### config.mk
export PLATFORM = sky130hd
export DESIGN_NAME = alu_seq_cla
export DESIGN_NICKNAME = d
export VERILOG_FILES = /design/src/rtl/alu_pkg.sv /design/src/rtl/alu_seq_cla_cla4_group.sv /design/src/rtl/alu_seq_cla.sv
export SDC_FILE = /design/constraint.sdc
export NUM_CORES = 1
export LEC_CHECK = 0
export ABC_AREA = 1
export BUFFER_PORTS_ARGS = -buffer_cell sky130_fd_sc_hd__buf_2
export CORE_MARGIN = 3
export CORE_UTILIZATION = 50
export DETAILED_ROUTE_END_ITERATION = 6
export PLACE_DENSITY = 0.78
export SLEW_MARGIN = 15
export SYNTH_ARGS = -nofsm -noshare
export SYNTH_HDL_FRONTEND = slang
export SYNTH_SLANG_ARGS = --single-unit
### constraint.sdc
create_clock -name clk -period 1.93 [get_ports clk]
set_clock_uncertainty 0.15 [all_clocks]
set_input_delay 0.4825 -clock clk [delete_from_list [all_inputs] [get_ports clk]]
set_output_delay 0.4825 -clock clk [all_outputs]
set_load 0.005 [all_outputs]
### src/rtl/alu_pkg.sv
// alu_pkg
// Shared definitions for the sequential CLA ALU:
//   - op encodings (OP_AND .. OP_MUL); codes 101 (and 011 without MUL) are illegal
//   - FSM state enum {S_IDLE, S_MUL, S_DONE}
//   - GROUP_W, the width of one carry-lookahead group
// Configuration macro: ALU_MUL_EN (see alu_seq_cla.sv). The package itself
// does not depend on it.

package alu_pkg;

    localparam int GROUP_W = 4;

    localparam logic [2:0] OP_AND = 3'b000;
    localparam logic [2:0] OP_OR  = 3'b001;
    localparam logic [2:0] OP_ADD = 3'b010;
    localparam logic [2:0] OP_MUL = 3'b011;
    localparam logic [2:0] OP_NOR = 3'b100;
    localparam logic [2:0] OP_SUB = 3'b110;
    localparam logic [2:0] OP_SLT = 3'b111;

    typedef enum logic [1:0] {
        S_IDLE = 2'd0,
        S_MUL  = 2'd1,
        S_DONE = 2'd2
    } state_e;

endpackage

### src/rtl/alu_seq_cla_cla4_group.sv
// cla4_group
// One 4-bit carry-lookahead group. Produces the sum bits for its slice given
// the incoming group carry, plus group generate/propagate for the
// second-level lookahead in the top.
// Ports:
//   a, b   in  GROUP_W  operand slices (b already inverted for subtract)
//   cin    in  1        carry into this group
//   sum    out GROUP_W  sum slice
//   g_out  out 1        group generate
//   p_out  out 1        group propagate

module cla4_group
    import alu_pkg::*;
(
    input  logic [GROUP_W-1:0] a,
    input  logic [GROUP_W-1:0] b,
    input  logic               cin,
    output logic [GROUP_W-1:0] sum,
    output logic               g_out,
    output logic               p_out
);

    logic [GROUP_W-1:0] g;
    logic [GROUP_W-1:0] p;
    logic [GROUP_W-1:0] c;

    assign g = a & b;
    assign p = a ^ b;

    // Every internal carry is a flat sum-of-products of cin and the bit
    // generates/propagates, so no carry waits on a lower one.
    assign c[0] = cin;
    assign c[1] = g[0] | (p[0] & cin);
    assign c[2] = g[1] | (p[1] & g[0]) | (p[1] & p[0] & cin);
    assign c[3] = g[2] | (p[2] & g[1]) | (p[2] & p[1] & g[0])
                | (p[2] & p[1] & p[0] & cin);

    assign sum   = p ^ c;
    assign g_out = g[3] | (p[3] & g[2]) | (p[3] & p[2] & g[1])
                 | (p[3] & p[2] & p[1] & g[0]);
    assign p_out = &p;

endmodule

### src/rtl/alu_seq_cla.sv
// alu_seq_cla
// WIDTH-bit ALU with registered result/flags and valid/ready handshakes.
// AND/OR/NOR/ADD/SUB/SLT and illegal ops complete with latency 1; the
// optional unsigned MUL is an iterative shift-add taking WIDTH steps.
// Configuration macro: ALU_MUL_EN. When undefined the MUL state and datapath
// are removed and op 011 is reported as illegal.
// Ports:
//   clk, rst             clock, asynchronous active-high reset
//   in_valid / in_ready  operand handshake (a, b, op)
//   out_valid / out_ready result handshake
//   result, result_hi    low/high WIDTH bits (result_hi only non-zero for MUL)
//   cout, ovf            carry out / signed overflow (ADD/SUB only)
//   zero                 low WIDTH bits of result are zero
//   illegal              op code was not a supported operation

module alu_seq_cla
    import alu_pkg::*;
#(
    parameter int WIDTH = 32
) (
    input  logic             clk,
    input  logic             rst,
    input  logic             in_valid,
    output logic             in_ready,
    input  logic [WIDTH-1:0] a,
    input  logic [WIDTH-1:0] b,
    input  logic [2:0]       op,
    output logic             out_valid,
    input  logic             out_ready,
    output logic [WIDTH-1:0] result,
    output logic [WIDTH-1:0] result_hi,
    output logic             cout,
    output logic             ovf,
    output logic             zero,
    output logic             illegal
);

    localparam int NG = WIDTH / GROUP_W;

    state_e state;
    logic   accept;

    // DONE accepts a new op in the same cycle its result drains, which is
    // what gives 1 result/cycle streaming; only MUL blocks new operands.
    assign in_ready = (state != S_MUL) && (!out_valid || out_ready);
    assign accept   = in_valid && in_ready;

    // Subtract and compare share the adder as a + ~b + 1.
    logic             sub_mode;
    logic [WIDTH-1:0] b_eff;
    logic [WIDTH-1:0] sum;
    logic [NG-1:0]    grp_g;
    logic [NG-1:0]    grp_p;
    logic [NG:0]      gc;
    logic             pp;
    logic             add_ovf;

    assign sub_mode = (op == OP_SUB) || (op == OP_SLT);
    assign b_eff    = sub_mode ? ~b : b;

    for (genvar gi = 0; gi < NG; gi++) begin : g_cla
        cla4_group u_grp (
            .a     (a[gi*GROUP_W +: GROUP_W]),
            .b     (b_eff[gi*GROUP_W +: GROUP_W]),
            .cin   (gc[gi]),
            .sum   (sum[gi*GROUP_W +: GROUP_W]),
            .g_out (grp_g[gi]),
            .p_out (grp_p[gi])
        );
    end

    // Second-level lookahead: each group carry is the OR over lower groups j
    // of G[j] propagated through P[j+1..k], plus cin propagated through all.
    always_comb begin
        pp    = 1'b1;
        gc    = '0;
        gc[0] = sub_mode;
        for (int k = 0; k < NG; k++) begin
            for (int j = 0; j <= k; j++) begin
                pp = 1'b1;
                for (int m = j + 1; m <= k; m++) pp = pp & grp_p[m];
                gc[k+1] = gc[k+1] | (grp_g[j] & pp);
            end
            pp = 1'b1;
            for (int m = 0; m <= k; m++) pp = pp & grp_p[m];
            gc[k+1] = gc[k+1] | (sub_mode & pp);
        end
    end

    assign add_ovf = (a[WIDTH-1] == b_eff[WIDTH-1]) && (sum[WIDTH-1] != a[WIDTH-1]);

    logic [WIDTH-1:0] res_d;
    logic             cout_d;
    logic             ovf_d;
    logic             ill_d;

    // Single-cycle result selection; SLT uses the overflow-corrected sign.
    always_comb begin
        res_d  = '0;
        cout_d = 1'b0;
        ovf_d  = 1'b0;
        ill_d  = 1'b0;
        case (op)
            OP_AND: res_d = a & b;
            OP_OR:  res_d = a | b;
            OP_NOR: res_d = ~(a | b);
            OP_ADD, OP_SUB: begin
                res_d  = sum;
                cout_d = gc[NG];
                ovf_d  = add_ovf;
            end
            OP_SLT: res_d = {{(WIDTH-1){1'b0}}, sum[WIDTH-1] ^ add_ovf};
            default: ill_d = 1'b1;
        endcase
    end

`ifdef ALU_MUL_EN
    localparam int             CW   = $clog2(WIDTH) + 1;
    localparam logic [CW-1:0] LAST = CW'(WIDTH - 1);

    // acc holds {partial high, remaining multiplier bits}; each step adds
    // the multiplicand into the high half when the current bit is set and
    // shifts the whole accumulator right by one.
    logic [WIDTH-1:0]   mul_a;
    logic [2*WIDTH-1:0] acc;
    logic [CW-1:0]      cnt;
    logic [WIDTH:0]     hi_sum;
    logic [2*WIDTH-1:0] acc_next;

    assign hi_sum   = {1'b0, acc[2*WIDTH-1:WIDTH]} + (acc[0] ? {1'b0, mul_a} : '0);
    assign acc_next = {hi_sum, acc[WIDTH-1:1]};
`endif

    // Control FSM and registered outputs. Outputs only change on accept or
    // MUL completion, so they hold while the consumer stalls.
    always_ff @(posedge clk or posedge rst) begin
        if (rst) begin
            state     <= S_IDLE;
            out_valid <= 1'b0;
            result    <= '0;
            result_hi <= '0;
            cout      <= 1'b0;
            ovf       <= 1'b0;
            zero      <= 1'b1;
            illegal   <= 1'b0;
`ifdef ALU_MUL_EN
            mul_a     <= '0;
            acc       <= '0;
            cnt       <= '0;
`endif
        end else begin
            case (state)
                S_IDLE, S_DONE: begin
                    if (accept) begin
`ifdef ALU_MUL_EN
                        if (op == OP_MUL) begin
                            mul_a     <= a;
                            acc       <= {{WIDTH{1'b0}}, b};
                            cnt       <= '0;
                            out_valid <= 1'b0;
                            state     <= S_MUL;
                        end else begin
`else
                        begin
`endif
                            result    <= res_d;
                            result_hi <= '0;
                            cout      <= cout_d;
                            ovf       <= ovf_d;
                            zero      <= (res_d == '0);
                            illegal   <= ill_d;
                            out_valid <= 1'b1;
                            state     <= S_DONE;
                        end
                    end else if (out_ready) begin
                        out_valid <= 1'b0;
                        state     <= S_IDLE;
                    end
                end
`ifdef ALU_MUL_EN
                S_MUL: begin
                    acc <= acc_next;
                    cnt <= cnt + 1'b1;
                    if (cnt == LAST) begin
                        result    <= acc_next[WIDTH-1:0];
                        result_hi <= acc_next[2*WIDTH-1:WIDTH];
                        cout      <= 1'b0;
                        ovf       <= 1'b0;
                        zero      <= (acc_next[WIDTH-1:0] == '0);
                        illegal   <= 1'b0;
                        out_valid <= 1'b1;
                        state     <= S_DONE;
                    end
                end
`endif
                default: state <= S_IDLE;
            endcase
        end
    end

endmodule
After elaboration in Yosys (flattened, before gate mapping)
Index checks and enable logic that the tools add are counted.

word-level totals
  word-level logic and storage cells = 363
  flip-flop bits (word level) = 39
  input port bits = 71
  output and inout bits = 70

operators by class
  bitwise logic cells = 313
  mux-type cells = 10
  equality and inequality tests = 10
  reductions and logical operators = 23

operators with widths
  kind                number
  $and 1x1->1         176
  $pmux 32 s5         1
  $or 1x1->1          108
  $not 32->32         2
  $xor 4x4->4         16
  $and 32x32->32      1
  $and 4x4->4         8
  $logic_not 32->1    1
  $mux 32             1
  $or 32x32->32       1
  $reduce_and 4->1    8
  $eq 3x3->1 const B  3
  $mux 2              3
  $reduce_or 6->1     1
  $mux 1              5
  $reduce_and 2->1    2
  $reduce_or 2->1     2
  $eq 3x1->1 const B  1
  $eq 3x2->1 const B  1
  $logic_and 1x1->1   3
  $logic_not 3->1     1
  $ne 3x3->1 const B  1
  $eq 2x2->1 const B  1
  $logic_not 2->1     1
  other kinds (7)     8

Depth between registers and ports, before layout
  depth after elaboration = 26
  gate-level depth with buffers = 33
  mapped depth without buffers = 33

Hierarchy
Synthesis repeated with hierarchy kept, for this count alone.

second synthesis, totals
  cells, all modules = 791
  area total of the unflattened synthesis = 5066.1 µm²

modules (own cells, without submodules)
  module       sequential area each (µm²)  cells each  area an instance (µm²)  instances
  alu_seq_cla  927.1                       535         3384.5                  1
  cla4_group   0.0                         32          210.2                   8

Least setup slack after synthesis
OpenSTA, ideal clock, no wires.

  kind = input -> register
  from = input op[2]
  to = register zero
  cell stages on the path = 27
  setup time = 0.061 ns
  data required time = 1.719 ns
  arrival time = 4.014 ns
  slack = -2.295 ns
  buffers on the path = 1
  cell sequence = nand2_2 > buf_1 > xor2_1 > inv_1 > ha_1 > nand2_1 > nor2_1 > nand3_1 > nor2_1 > nand2_1 > nand4_1 > nand2_1 > fa_1 > or2_2 > nand3_1 > nand2_1 > nor2_1 > nand3_1 > nor2_1 > nand3_1 > nor2_1 > nand3_1 > nor2_1 > nand3_1 > nor3_1 > nand2_1 > nand2_1

between the ends
  cells in the longest elaborated chain, start to end = 26
  elaborated cells on any way between the ends = 299
  those cells by class = 7 x eq/ne; 2 x mux; 278 x bitwise; 12 x reduce/logical

RTL lines
  item                      line                                   RTL
  start, declared           alu_seq_cla.sv:27                      input logic [2:0] op,
  $eq 3x3->1                alu_seq_cla.sv:58, alu_seq_cla.sv:103
  $logic_or 1x1->1          alu_seq_cla.sv:58                      assign sub_mode = (op == OP_SUB) || (op == OP_SLT);
  $mux 32                   alu_seq_cla.sv:59                      assign b_eff = sub_mode ? ~b : b;
  $xor 4x4->4               alu_seq_cla_cla4_group.sv:28           assign p = a ^ b;
  $reduce_and 4->1          alu_seq_cla_cla4_group.sv:41           assign p_out = &p;
  $and 1x1->1 (5 in a row)  alu_seq_cla.sv:81                      for (int m = j + 1; m <= k; m++) pp = pp & grp_p[m];
  $and 1x1->1               alu_seq_cla.sv:82                      gc[k+1] = gc[k+1] | (grp_g[j] & pp);
  $or 1x1->1 (6 in a row)   alu_seq_cla.sv:82
  $or 1x1->1                alu_seq_cla.sv:86                      gc[k+1] = gc[k+1] | (sub_mode & pp);
  $and 1x1->1               alu_seq_cla_cla4_group.sv:36           | (p[2] & p[1] & p[0] & cin);
  $or 1x1->1                alu_seq_cla_cla4_group.sv:36
  $xor 4x4->4               alu_seq_cla_cla4_group.sv:38           assign sum = p ^ c;
  $ne 1x1->1                alu_seq_cla.sv:90                      assign add_ovf = (a[WIDTH-1] == b_eff[WIDTH-1]) && (sum[WIDTH-1] != a[WIDTH-1]);
  $logic_and 1x1->1         alu_seq_cla.sv:90
  $xor 1x1->1               alu_seq_cla.sv:112                     OP_SLT: res_d = {{(WIDTH-1){1'b0}}, sum[WIDTH-1] ^ add_ovf};
  $pmux 32 s5 *             alu_seq_cla.sv:103                     case (op)
  $logic_not 32->1 *        alu_seq_cla.sv:170                     zero <= (res_d == '0);
  end signal, assigned      alu_seq_cla.sv:170
  end, declared             alu_seq_cla.sv:34                      output logic zero,

Every way passes the cells marked *; elsewhere a longest branch is shown, timed or not.
A chain may end at the register's enable or synchronous reset.

Final worst setup path
Ends and elaborated chain as after synthesis.

==> metrics.log <==
INFO  metric power-per-cell-area = 600.0 nW/um^2
INFO  metric first_iter_violations = 1194
INFO  metric violations = DRC, setup timing
INFO  metric drive_above_1_share = 49.86%
INFO  metric nets = 1162
INFO  metric die_width = 102.8 um
INFO  metric tritoncts_buffers = 5
INFO  metric cp_common_cell = sky130_fd_sc_hd__nand2_2
INFO  metric synth.yosys.seq_area_share = 19.78%
INFO  metric globalRouteOverflowTotal = 0
INFO  metric synth_compound_area_share = 14.58%
INFO  metric syn_inst = 731
INFO  metric yosys.area_share.xor_xnor = 5.980%
INFO  metric worst-slew-pin-transition = 0.5771 ns
INFO  metric cts_hold_buf = 0
INFO  metric post_synth_and_or_nand_nor_area_fraction = 34.62%
INFO  metric dp_worst_setup_slack = -2.451 ns
INFO  metric flow.area_growth_from_synthesis = 69.62%
INFO  metric grt_pass1_wl = 30040 um
INFO  metric number_of_search_and_repair_iterations_in_the_first_detailed_routing_pass = 7
INFO  metric finalPower = 0.004770 W
INFO  metric setup.worst_path.start = op[2]
INFO  metric initial_utilization = 52.46%
INFO  metric first_global_vias = 6499
INFO  metric critPathRequiredTime = 2.06 ns
INFO  metric p_int = 0.002587 W
INFO  metric cts_buffer_depth = 2
INFO  metric synth.area.mux_share = 0%
INFO  metric wire_per_inst = 23.20 um
INFO  metric cts_htree_levels = 2
INFO  metric detail_route.drc_violations = 14
INFO  metric asyncSetResetFlopFracSynth = 100.0%
INFO  metric worst_hold_path_type = in2async
INFO  metric area_share_of_the_largest_cell_type_after_synthesis = 19.22%
INFO  metric share_clk_of_total_power = 15.2%
INFO  metric switching_power = 0.002183 W
INFO  metric yosys_most_used_dff = sky130_fd_sc_hd__dfrtp_1
INFO  metric drt-vias-per-instance = 6.693
INFO  metric synth_largest_area_cell = sky130_fd_sc_hd__dfrtp_1
INFO  metric drv.max_cap_violation_count = 0
INFO  metric arrival = 4.36 ns
INFO  metric timing.hold.ws = 0.04451 ns
INFO  metric slew_headroom = 61.04%
INFO  metric grt_antenna_before_repair = 1
INFO  metric count_of_final_hold_check_violations = 0
INFO  metric tritoncts = yes
INFO  metric critPathMaxFanout = 6
INFO  metric report.final.slew_viol_count = 0
INFO  metric cp_slowest_stage_delay = 0.41 ns
INFO  metric avgSynthCellArea = 6.412 sq um
INFO  metric drt.antenna.violating_nets = 0
INFO  metric place_hpwl = 13350 um
INFO  metric die_area = 10570 sq um
INFO  metric postSynthRegisterBits = 37
INFO  metric layout_setup_ws = -2.306 ns
INFO  metric min_clock_period_post_route = 4.236 ns
INFO  metric crit_type = in2reg
INFO  metric ys_top_cells_by_area = sky130_fd_sc_hd__dfrtp_1 (19%), sky130_fd_sc_hd__nand2_1 (16%), sky130_fd_sc_hd__ha_1 (9.1%)
INFO  metric worstSkewPairLatency = 0.31 ns
INFO  metric numPortBuffers = 108
INFO  metric clock.fmax = 236.1 MHz
INFO  metric design_area_final = 7950 sq um
INFO  metric largest_net_degree_at_the_start_of_global_routing = 53
INFO  metric fill_cells = 385
INFO  metric global_route.usage.total = 36.21%
INFO  metric io-pin-count = 141
INFO  metric yosysWarningCount = 0
INFO  metric critical-path-slowest-cell = sky130_fd_sc_hd__fa_2
INFO  metric clock_pin_slew_worst_setup_and_hold_paths = 0.12 ns
INFO  metric gp_congestion = 0.9949
INFO  metric timing.final.crit_share = 219.5%
INFO  metric diodes_inserted = 0
INFO  metric sw_frac_of_total = 45.77%
INFO  metric critical_path.endpoint_type = flop
INFO  metric sequential_cell_fraction_of_total_power = 20.6%
INFO  metric combinational_family_with_the_most_area_after_synthesis = simple AND/OR/NAND/NOR gates
INFO  metric vias = 7757
INFO  metric synth.lib_cells_used.distinct = 45
INFO  metric post_synth_instance_area = 4687 sq um
INFO  metric die-height = 102.8 um
INFO  metric cts.sinks = 37
INFO  metric critical_path.startpoint_type = input pin
INFO  metric grt_setup_unrepaired = true
INFO  metric cts-root-buf = sky130_fd_sc_hd__clkbuf_8
INFO  metric run_status = finished with violations
INFO  metric placedInstanceArea = 6628 sq um
INFO  metric power.combinational.fraction = 64.2%
INFO  metric static-leakage-power = 4.180 nW
INFO  metric row_count = 34
INFO  metric reg2reg_from = out_valid$_DFFE_PP0P_
INFO  metric adder_cell_fraction_of_synth_area = 12.07%
INFO  metric synth-edff-count = 0
INFO  metric route.final.wire_length = 26890 um
INFO  metric floorplan.core_area = 8934 sq um
INFO  metric worst_ir_drop_vdd = 0.4146 mV
INFO  metric setup_violations = 35
-- final timing paths --
check	end	slack [ns]	cells past startpoint
min reg2reg	result[25]$_DFFE_PP0P_	0.33	2
max in group asynchronous	zero$_DFFE_PP1P_	1.32	3
min	result[15]$_DFFE_PP0P_	0.04	3
min in group clk	result[25]$_DFFE_PP0P_	0.33	2
max	zero$_DFFE_PP1P_	-2.31	31
max reg2reg	zero$_DFFE_PP1P_	-0.27	13
-- final cells by class --
cell class	instances	area, sq um	share of cell area [%]
Multi-Input combinational cell	603	4136	52.03
Timing Repair Buffer	327	2361	29.70
Sequential cell	37	927.1	11.66
Inverter	76	285.3	3.588
Tap cell	108	135.1	1.700
Clock buffer	7	96.34	1.212
Clock inverter	1	8.758	0.1102
-- registers in the layout, indices dropped and copies added (netlist names) --
register and cells:
out_valid 1, ovf 1, zero 1, result 32, illegal 1, cout 1
-- cells by family after synthesis --
kind of cell / after synthesis
simple gates: 381
buf+inv: 125
compound gates: 114
fa+ha+maj: 41
flops: 37
xor+xnor: 32
other cells: 1
-- timing repair --
action,CTS,global route
buffers inserted,25,28
cloned,3,0
resized for setup,102,126
pin swaps,49,64
endpoints found under the setup margin,35,35
-- cell usage after synthesis, drive strengths merged, types with 2 or more instances --
cell    instances
nand4          11
o21ai          55
dfrtp          36
o311ai          2
a31oi          11
inv            75
nand3b          7
o31ai           2
clkbuf          8
o211ai          2
nand3          65
xnor2          26
a21oi          20
nor3            4
a221oi          2
nand2         205
a211oi          2
o311a           9
a21o            2
buf            41
or2             3
xor2            6
fa              7
o22ai           2
nor2           82
and3            3
ha             34
-- critical path: cells and delay by family --
| family | cells | cell delay [ns] |
|---|---|---|
| simple gates | 21 | 2.24 |
| fa+ha+maj | 2 | 0.78 |
| buf+inv | 6 | 0.59 |
| xor+xnor | 1 | 0.17 |
| compound gates | 1 | 0.07 |
-- stage by stage --
stage               std cells  TNS, ns  utilization [%]
detailed placement       1110   -44.82            74.19
finish                   1159   -36.90            88.99
CTS                      1146   -30.52            81.47
floorplan                 762   -23.09                -
global route             1159   -39.04            88.99
global placement         1110   -41.58            74.19
-- power groups by stage --
stage	Clock [W]	Sequential (W)	Combinational, W
floorplan	0	0.000992	0.00108
global placement	0	0.000980	0.00198
detailed placement	0	0.000986	0.00206
CTS	0.000669	0.000972	0.00237
global route	0.000751	0.000991	0.00319
finish	0.000725	0.000981	0.00306
-- routing by layer --
layer / vias up / track usage, % / routed length, um
li1: 3002 / - / -
met1: 3405 / 40.53 / 8495
met2: 947 / 63.56 / 11370
met3: 401 / 5.886 / 3763
met4: 2 / 23.11 / 3248
met5: - / 0 / 11
-- cells in the final DEF (no fill, tap or decap), drive strengths merged, types with 3 or more instances in the layout --
cell type | synthesis | routed
nand4 | 11 | 11
nor3 | 4 | 4
nand3b | 7 | 7
nand3 | 65 | 65
buf | 41 | 327
o21ai | 55 | 55
xnor2 | 26 | 26
o311a | 9 | 9
a31oi | 11 | 11
inv | 75 | 76
xor2 | 6 | 6
nor2 | 82 | 82
clkbuf | 8 | 7
and3 | 3 | 3
ha | 34 | 34
nand2 | 205 | 208
dfrtp | 36 | 36
conb | 1 | 32
a21oi | 20 | 20
or2 | 3 | 3
fa | 7 | 7
No activity file was read; power rests on OpenSTA's default activity.
